File: src/rtl/axi_read_sched.sv
// Round-robin read sequencer for two requesters in front of axi_read_block.
// Splits each request into bursts of at most MAX_CHUNK bytes that never cross a 4 KB page.
//
// state | meaning
// IDLE  | arbitrating between req0/req1
// ISSUE | computing next burst, waiting for rb_busy low to pulse rb_start
// WAIT  | burst in flight, waiting for rb_done
// DONE  | signalling completion, updating round-robin pointer
module axi_read_sched #(
    parameter int MAX_CHUNK = 64
) (
    input  logic        clk,
    input  logic        rst_n,
    input  logic        req0_valid,
    input  logic [31:0] req0_addr,
    input  logic [15:0] req0_size,
    output logic        req0_ready,
    output logic        req0_done,
    input  logic        req1_valid,
    input  logic [31:0] req1_addr,
    input  logic [15:0] req1_size,
    output logic        req1_ready,
    output logic        req1_done,
    output logic        rb_start,
    output logic [31:0] rb_addr,
    output logic [15:0] rb_size,
    input  logic        rb_busy,
    input  logic        rb_done,
    output logic        busy,
    output logic        grant_id
);

    typedef enum logic [1:0] {IDLE, ISSUE, WAIT, DONE} state_t;

    localparam logic [15:0] MAX_CHUNK_W = 16'(MAX_CHUNK);

    state_t      state_q, state_d;
    logic [31:0] cur_addr_q, cur_addr_d;
    logic [15:0] remaining_q, remaining_d;
    logic [15:0] chunk_q, chunk_d;
    logic        last_grant_q, last_grant_d;
    logic        grant_id_q, grant_id_d;
    logic        req0_ready_q, req0_ready_d;
    logic        req1_ready_q, req1_ready_d;
    logic        req0_done_q, req0_done_d;
    logic        req1_done_q, req1_done_d;
    logic        rb_start_q, rb_start_d;
    logic [31:0] rb_addr_q, rb_addr_d;
    logic [15:0] rb_size_q, rb_size_d;
    logic        busy_q, busy_d;

    logic [12:0] page_left;
    logic [15:0] chunk_c;
    logic        sel;
    logic [31:0] sel_addr;
    logic [15:0] sel_size;

    // Burst length: min of remaining bytes, MAX_CHUNK and bytes left in the 4 KB page.
    always_comb begin
        page_left = 13'h1000 - {1'b0, cur_addr_q[11:0]};
        chunk_c   = remaining_q;
        if (chunk_c > MAX_CHUNK_W) begin
            chunk_c = MAX_CHUNK_W;
        end
        if (chunk_c > {3'b000, page_left}) begin
            chunk_c = {3'b000, page_left};
        end
    end

    always_comb begin
        sel      = (req0_valid && req1_valid) ? ~last_grant_q : req1_valid;
        sel_addr = sel ? req1_addr : req0_addr;
        sel_size = sel ? req1_size : req0_size;
    end

    always_comb begin
        state_d      = state_q;
        cur_addr_d   = cur_addr_q;
        remaining_d  = remaining_q;
        chunk_d      = chunk_q;
        last_grant_d = last_grant_q;
        grant_id_d   = grant_id_q;
        req0_ready_d = 1'b0;
        req1_ready_d = 1'b0;
        req0_done_d  = 1'b0;
        req1_done_d  = 1'b0;
        rb_start_d   = 1'b0;
        rb_addr_d    = rb_addr_q;
        rb_size_d    = rb_size_q;

        case (state_q)
            IDLE: begin
                if (req0_valid || req1_valid) begin
                    grant_id_d   = sel;
                    req0_ready_d = ~sel;
                    req1_ready_d = sel;
                    cur_addr_d   = sel_addr & ~32'h3;
                    remaining_d  = sel_size & ~16'h3;
                    state_d      = (remaining_d == 16'h0) ? DONE : ISSUE;
                end
            end
            ISSUE: begin
                if (!rb_busy) begin
                    rb_start_d = 1'b1;
                    rb_addr_d  = cur_addr_q;
                    rb_size_d  = chunk_c;
                    chunk_d    = chunk_c;
                    state_d    = WAIT;
                end
            end
            WAIT: begin
                if (rb_done) begin
                    cur_addr_d  = cur_addr_q + {16'h0, chunk_q};
                    remaining_d = remaining_q - chunk_q;
                    if (remaining_q == chunk_q) begin
                        req0_done_d = ~grant_id_q;
                        req1_done_d = grant_id_q;
                        state_d     = DONE;
                    end else begin
                        state_d = ISSUE;
                    end
                end
            end
            DONE: begin
                // Done already pulsed on the WAIT exit; only zero-size requests pulse here.
                if (!(req0_done_q || req1_done_q)) begin
                    req0_done_d = ~grant_id_q;
                    req1_done_d = grant_id_q;
                end
                last_grant_d = grant_id_q;
                state_d      = IDLE;
            end
            default: state_d = IDLE;
        endcase

        busy_d = (state_d != IDLE);
    end

    always_ff @(posedge clk or negedge rst_n) begin
        if (!rst_n) begin
            state_q      <= IDLE;
            cur_addr_q   <= 32'h0;
            remaining_q  <= 16'h0;
            chunk_q      <= 16'h0;
            last_grant_q <= 1'b1;
            grant_id_q   <= 1'b0;
            req0_ready_q <= 1'b0;
            req1_ready_q <= 1'b0;
            req0_done_q  <= 1'b0;
            req1_done_q  <= 1'b0;
            rb_start_q   <= 1'b0;
            rb_addr_q    <= 32'h0;
            rb_size_q    <= 16'h0;
            busy_q       <= 1'b0;
        end else begin
            state_q      <= state_d;
            cur_addr_q   <= cur_addr_d;
            remaining_q  <= remaining_d;
            chunk_q      <= chunk_d;
            last_grant_q <= last_grant_d;
            grant_id_q   <= grant_id_d;
            req0_ready_q <= req0_ready_d;
            req1_ready_q <= req1_ready_d;
            req0_done_q  <= req0_done_d;
            req1_done_q  <= req1_done_d;
            rb_start_q   <= rb_start_d;
            rb_addr_q    <= rb_addr_d;
            rb_size_q    <= rb_size_d;
            busy_q       <= busy_d;
        end
    end

    assign req0_ready = req0_ready_q;
    assign req1_ready = req1_ready_q;
    assign req0_done  = req0_done_q;
    assign req1_done  = req1_done_q;
    assign rb_start   = rb_start_q;
    assign rb_addr    = rb_addr_q;
    assign rb_size    = rb_size_q;
    assign busy       = busy_q;
    assign grant_id   = grant_id_q;

endmodule

File: config.mk
export PLATFORM = sky130hd
export DESIGN_NAME = axi_read_sched
export DESIGN_NICKNAME = d
export VERILOG_FILES = /design/src/rtl/axi_read_sched.sv
export SDC_FILE = /design/constraint.sdc
export NUM_CORES = 1
export LEC_CHECK = 0
export ABC_AREA = 1
export ABC_CLOCK_PERIOD_IN_PS = 2290
export CORE_MARGIN = 2
export CORE_UTILIZATION = 48
export CTS_CLUSTER_DIAMETER = 50
export DETAILED_ROUTE_END_ITERATION = 6
export PLACE_DENSITY = 0.81
export SYNTH_ARGS = -nofsm -noshare
export SYNTH_HDL_FRONTEND = slang
export SYNTH_SLANG_ARGS = --single-unit
export TNS_END_PERCENT = 100
File: constraint.sdc
create_clock -name clk -period 2.29 [get_ports clk]
set_input_delay 0.3435 -clock clk [delete_from_list [all_inputs] [get_ports clk]]
set_output_delay 0.3435 -clock clk [all_outputs]
set_load 0.02 [all_outputs]
After elaboration in Yosys (flattened, before gate mapping)
Cells that the tools add are included.
{ "word_totals": {"ff_bits": 106, "input_bits": 102, "output_inout_bits": 55, "word_cells": 69} }
{ "op_classes": {"add_sub_neg": 3, "n_lt_le_gt_ge": 2, "eq_ne": 6, "n_mux": 31, "bitwise": 4, "n_reduce_logical": 10} }
{ "ops": {"columns": ["cell", "count"], "rows": [
  ["$mux 32", 3],
  ["$mux 16", 5],
  ["$pmux 32 s2", 1],
  ["$add 32x16->32", 1],
  ["$pmux 16 s2", 1],
  ["$eq 16x16->1", 1],
  ["$gt 16x13->1", 1],
  ["$gt 16x7->1 const B", 1],
  ["$logic_not 16->1", 1],
  ["$sub 16x16->16", 1],
  ["$mux 1", 13],
  ["$sub 13x12->13 const A", 1],
  ["$mux 2", 5],
  ["$pmux 2 s4", 1],
  ["$eq 2x2->1 const B", 2],
  ["$ne 2x2->1 const B", 2],
  ["$not 1->1", 4],
  ["$pmux 1 s2", 2],
  ["$reduce_and 2->1", 2],
  ["$reduce_bool 2->1", 2],
  ["$reduce_and 3->1", 1],
  ["$eq 2x1->1 const B", 1],
  ["$logic_not 2->1", 1],
  ["$logic_or 1x1->1", 2],
  ["$logic_and 1x1->1", 1]
]} }

Longest topological paths before layout
{ "logic_depth": {"depth_word": 8, "depth_mapped": 18, "mapped_depth_nobuf": 18} }

Worst setup path after synthesis
No wires, ideal clock.
{ "synth_path": {"path_kind": "reg2reg", "start": "register cur_addr_q[0]", "end": "register rb_size_q[11] (netlist: rb_size[11])", "setup_ns": 0.131, "arrival_time_ns": 2.303, "t_required_ns": 2.159, "slack_ns": -0.145, "stages_incl_launch_ff": 17, "n_path_buf": 0, "period_less_slack_ns": 2.435, "cell_sequence": "dfrtp_1 -> inv_1 -> ha_1 -> nand2_1 -> nor2_2 -> nand3_1 -> nor3_2 -> nand4_1 -> nand2_1 -> ha_1 -> nand2_1 -> inv_1 -> nand3_1 -> nor3_1 -> nand4_2 -> nand3_1 -> o22ai_1"} }
{ "synth_via": {"elab_chain_len": 3} }
{ "synth_lines": {"columns": ["item", "line_no", "text"], "rows": [
  ["from (decl)", "38", "logic [31:0] cur_addr_q, cur_addr_d;"],
  ["from (signal assigned)", "157", "cur_addr_q <= cur_addr_d;"],
  ["$sub 13x12->13 *", "60", "page_left = 13'h1000 - {1'b0, cur_addr_q[11:0]};"],
  ["$gt 16x13->1", "65", "if (chunk_c > {3'b000, page_left}) begin"],
  ["$mux 16 *", "65", null],
  ["to (signal assigned)", "168", "rb_size_q <= rb_size_d;"],
  ["to (decl)", "49", "logic [15:0] rb_size_q, rb_size_d;"]
]} }
Every way passes the cells marked *; elsewhere a longest branch is shown, timed or not.
A chain may end at the register's enable or synchronous reset.

Final worst setup path
{ "layout_path": {"start": "register cur_addr_q[1]", "end": "register rb_size_q[1] (netlist: rb_size[1])"} }
Same word-level chain as after synthesis.

==> impl_metrics.py <==
metrics = {
    "power_and_ir_drop": {
        "peakVddDrop_v": 0.000687,
        "p_int_uw": 7820,
        "p_per_area_mw_per_mm2": 1390,
        "pwr-share-comb_pct": 68.0,
        "p_leak_uw": 0.00553,
        "power_uw": 15700,
        "seq_power_share_pct": 21.7,
        "p_clk_share_pct": 10.3,
        "switching_share_pct": 50.3,
        "p_sw_uw": 7910,
    },
    "detailed_routing": {
        "drt_iter0_drc": 716,
        "drc": 0,
        "wire_per_inst_um": 16.5,
        "dr.pass1.iters": 5,
        "finalWirelength_um": 27400,
        "ant_nets": 0,
        "viasPerCell": 5.48,
        "vias": 9091,
    },
    "timing": {
        "final_max_slew_viol_count": 0,
        "finalHoldViolCount": 0,
        "worst_pin_slew_ps": 727,
        "rsz0062_at_grt": "yes",
        "setup_viol": 13,
        "layout_setup_ws_ps": -238,
        "fin_crit_ps": 2530,
        "fin_crit_sh_pct": 110,
        "clock_skew_ps": 9.03,
        "timing.fmax_mhz": 396,
        "relSlewSlack_pct": 51.6,
    },
    "run_status": {
        "status": "finished, violations left",
        "failed_checks": "setup timing",
    },
    "floorplan": {
        "io_pins": 157,
        "rows": 47,
        "dieWidth_um": 133,
        "core_mm2": 0.0164,
        "dieArea_mm2": 0.0177,
        "initial_core_util_pct": 48.6,
        "die_y_um": 133,
    },
    "global_route": {
        "grt_max_degree": 73,
        "antenna_found_initial": 0,
        "grt_pass1_wl_um": 41300,
        "gr-total-overflow": 0,
        "grt_usage_pct": 29.5,
        "grt_pass1_vias": 8419,
    },
    "placement": {
        "place_ws_ps": -365,
        "routabilityCongestion": 0.975,
        "place_inst": 1607,
        "hpwl_um": 19900,
        "numPortBuffers": 148,
        "dpl_cell_area_mm2": 0.0103,
    },
    "critical_path": {
        "crit_path_max_fanout": 7,
        "worstReg2RegStart": "cur_addr_q[1]$_DFFE_PN0P_",
        "cp-end-kind": "register",
        "required_ps": 2540,
        "crit_path_start": "cur_addr_q[1]$_DFFE_PN0P_",
        "worstSetupPathType": "register to register",
        "r2r_end": "rb_size[1]$_DFFE_PN0P_",
        "r2r_cells": 15,
        "cp-start-kind": "register",
        "endpoint": "rb_size[1]$_DFFE_PN0P_",
        "ff2ff_setup_slack_ps": -240,
        "worstPathArrival_ps": 2780,
    },
    "worst_hold_path": {
        "holdCritPathClass": "input pin to async pin",
    },
    "synthesis": {
        "syn_inst": 1187,
        "synth_common_cells": "nand2_1 (322), nor2_1 (165), inv_1 (142)",
        "yosysTopAreaCell": "dfrtp_1",
        "netlist_area_mm2": 0.00798,
        "synth.distinct_cells": 44,
        "yosysMostFrequentCell": "nand2_1",
        "synth.avg_cell_area_um2": 6.72,
        "postSynth.asyncResetShare_pct": 100,
        "synth_seq_area_share_pct": 33.3,
        "synth_flop_cell": "dfrtp_1",
        "synth_enable_flop_cells": 0,
        "synth_top_cell_area_share_pct": 32.9,
        "yosys_warnings": 0,
        "ys_ff_latch": 106,
        "ys_top_cells_by_area": "dfrtp_1 (33%), nand2_1 (15%), nor2_1 (7.8%)",
    },
    "finish": {
        "diodes": 0,
        "seqCellArea_mm2": 0.00266,
        "drive_gt1_share_pct": 16.5,
        "multi_input_area_mm2": 0.00502,
        "n_fill_cell": 1322,
        "final_area_mm2": 0.0113,
        "finalNetCount": 1584,
        "area_growth_pct": 41.4,
        "fin_cells": 1660,
    },
    "clocking": {
        "cts_num_sinks": 106,
        "h-tree-depth": 3,
        "clock_path_buffers": 2,
        "cts_root_buffer": "clkbuf_16",
        "tritoncts": "built",
        "cts_inserted_buffers": 9,
        "insertion_delay_ps": 370,
        "cts.clk_slew.worst_paths_ps": 80,
    },
    "flow_run": {
        "drv_cap": 0,
    },
}
sequential cells by signal, summed over array words and instances (netlist names), 2 cells and up:
| name | cells |
|---|---|
| state_q | 2 |
| rb_addr | 32 |
| rb_size | 16 |
| remaining_q | 16 |
| cur_addr_q | 32 |
final cells by class:
| class | instances | share of cell area, % |
|---|---|---|
| Inverter | 149 | 4.96 |
| Tap cell | 220 | 2.44 |
| Sequential cell | 106 | 23.6 |
| Multi-Input combinational cell | 901 | 44.5 |
| Timing Repair Buffer | 268 | 21.8 |
| Clock inverter | 6 | 0.577 |
| Clock buffer | 10 | 2.12 |
layout by cell type (no fill, tap or decap), drive strengths merged, types with 2 or more instances in the layout:
master / instances
nand2: 325
nor2: 171
inv: 149
clkdlybuf4s50: 147
buf: 120
dfrtp: 105
nand3: 96
o21ai: 88
a21oi: 47
ha: 45
nand4: 20
xor2: 20
nor3: 14
mux2i: 10
clkbuf: 10
a31oi: 9
o21bai: 8
a22oi: 8
conb: 6
nor4: 6
o22ai: 6
o211ai: 6
xnor2: 4
nand3b: 4
clkinv: 4
or2: 2
fa: 2
kinds of logic (layout without fill, tap and decap cells):
group                      Yosys count  count (layout)  share of synthesized area [%]
AOI/OAI and AO/OA                  175             175                           12.1
xor gates and xnor gates            24              24                           2.63
adders and majority gates           47              47                           7.56
buffers and inverters              185             433                           9.25
DFF                                106             106                           33.3
muxes                               10              10                           1.25
other                                1               6                         0.0470
and+or+nand+nor                    639             639                           33.9
power by group through the flow:
stage / logic (uW) / registers (uW) / clock network [uW]
final: 10700 / 3410 / 1620
after detailed placement: 9530 / 3390 / 0
after global routing: 11700 / 3500 / 1700
after floorplan: 5750 / 3720 / 0
after global placement: 9390 / 3350 / 0
after CTS: 9860 / 3370 / 1630
critical path, stage by stage, from the launching register on:
cell,delay (ps)
dfrtp_1,410
inv_2,120
nand4_1,140
nor2_2,160
nand3_2,130
nor2_4,150
xor2_2,180
ha_1,190
nand2_2,70
inv_2,70
nand3_2,80
nor3_2,150
nand4_2,190
buf_6,190
nand4_1,100
nand3_1,90
repair_timing:
item / CTS / global route
endpoints found under the setup margin: 13 / 34
endpoints found under the hold margin: 31 / 0
cloned: 0 / 0
resized for setup: 23 / 68
hold buffers: 1 / 0
setup buffers: 21 / 15
pin swaps: 12 / 30
per-stage QoR:
| stage | hold slack [ps] | utilization, % | TNS, ps |
|---|---|---|---|
| after detailed placement | 329 | 62.7 | -4330 |
| final | 476 | 68.8 | -2840 |
| after global placement | 324 | 62.7 | -2830 |
| after CTS | 481 | 66.2 | -1130 |
| after floorplan | 47.9 | - | 0 |
| after global routing | 522 | 68.8 | -4440 |
metal layers:
metal	routed length, um	global-route usage [%]	vias to the layer above
li1	-	-	4341
met1	11500	40.4	4180
met2	12200	45.9	483
met3	2650	6.48	87
met4	1040	10.9	0
met5	0	0	-
how the worst min path moves through the flow:
stage                                  end  slack [ps]  cells after the start
CTS                         busy$_DFF_PN0_         480                      2
finish                      busy$_DFF_PN0_         480                      2
global placement            busy$_DFF_PN0_         320                      1
detailed placement          busy$_DFF_PN0_         330                      1
global route        rb_addr[7]$_DFFE_PN0P_         520                      2
floorplan                   busy$_DFF_PN0_          50                      0
Power figures use the tool's default switching activity.
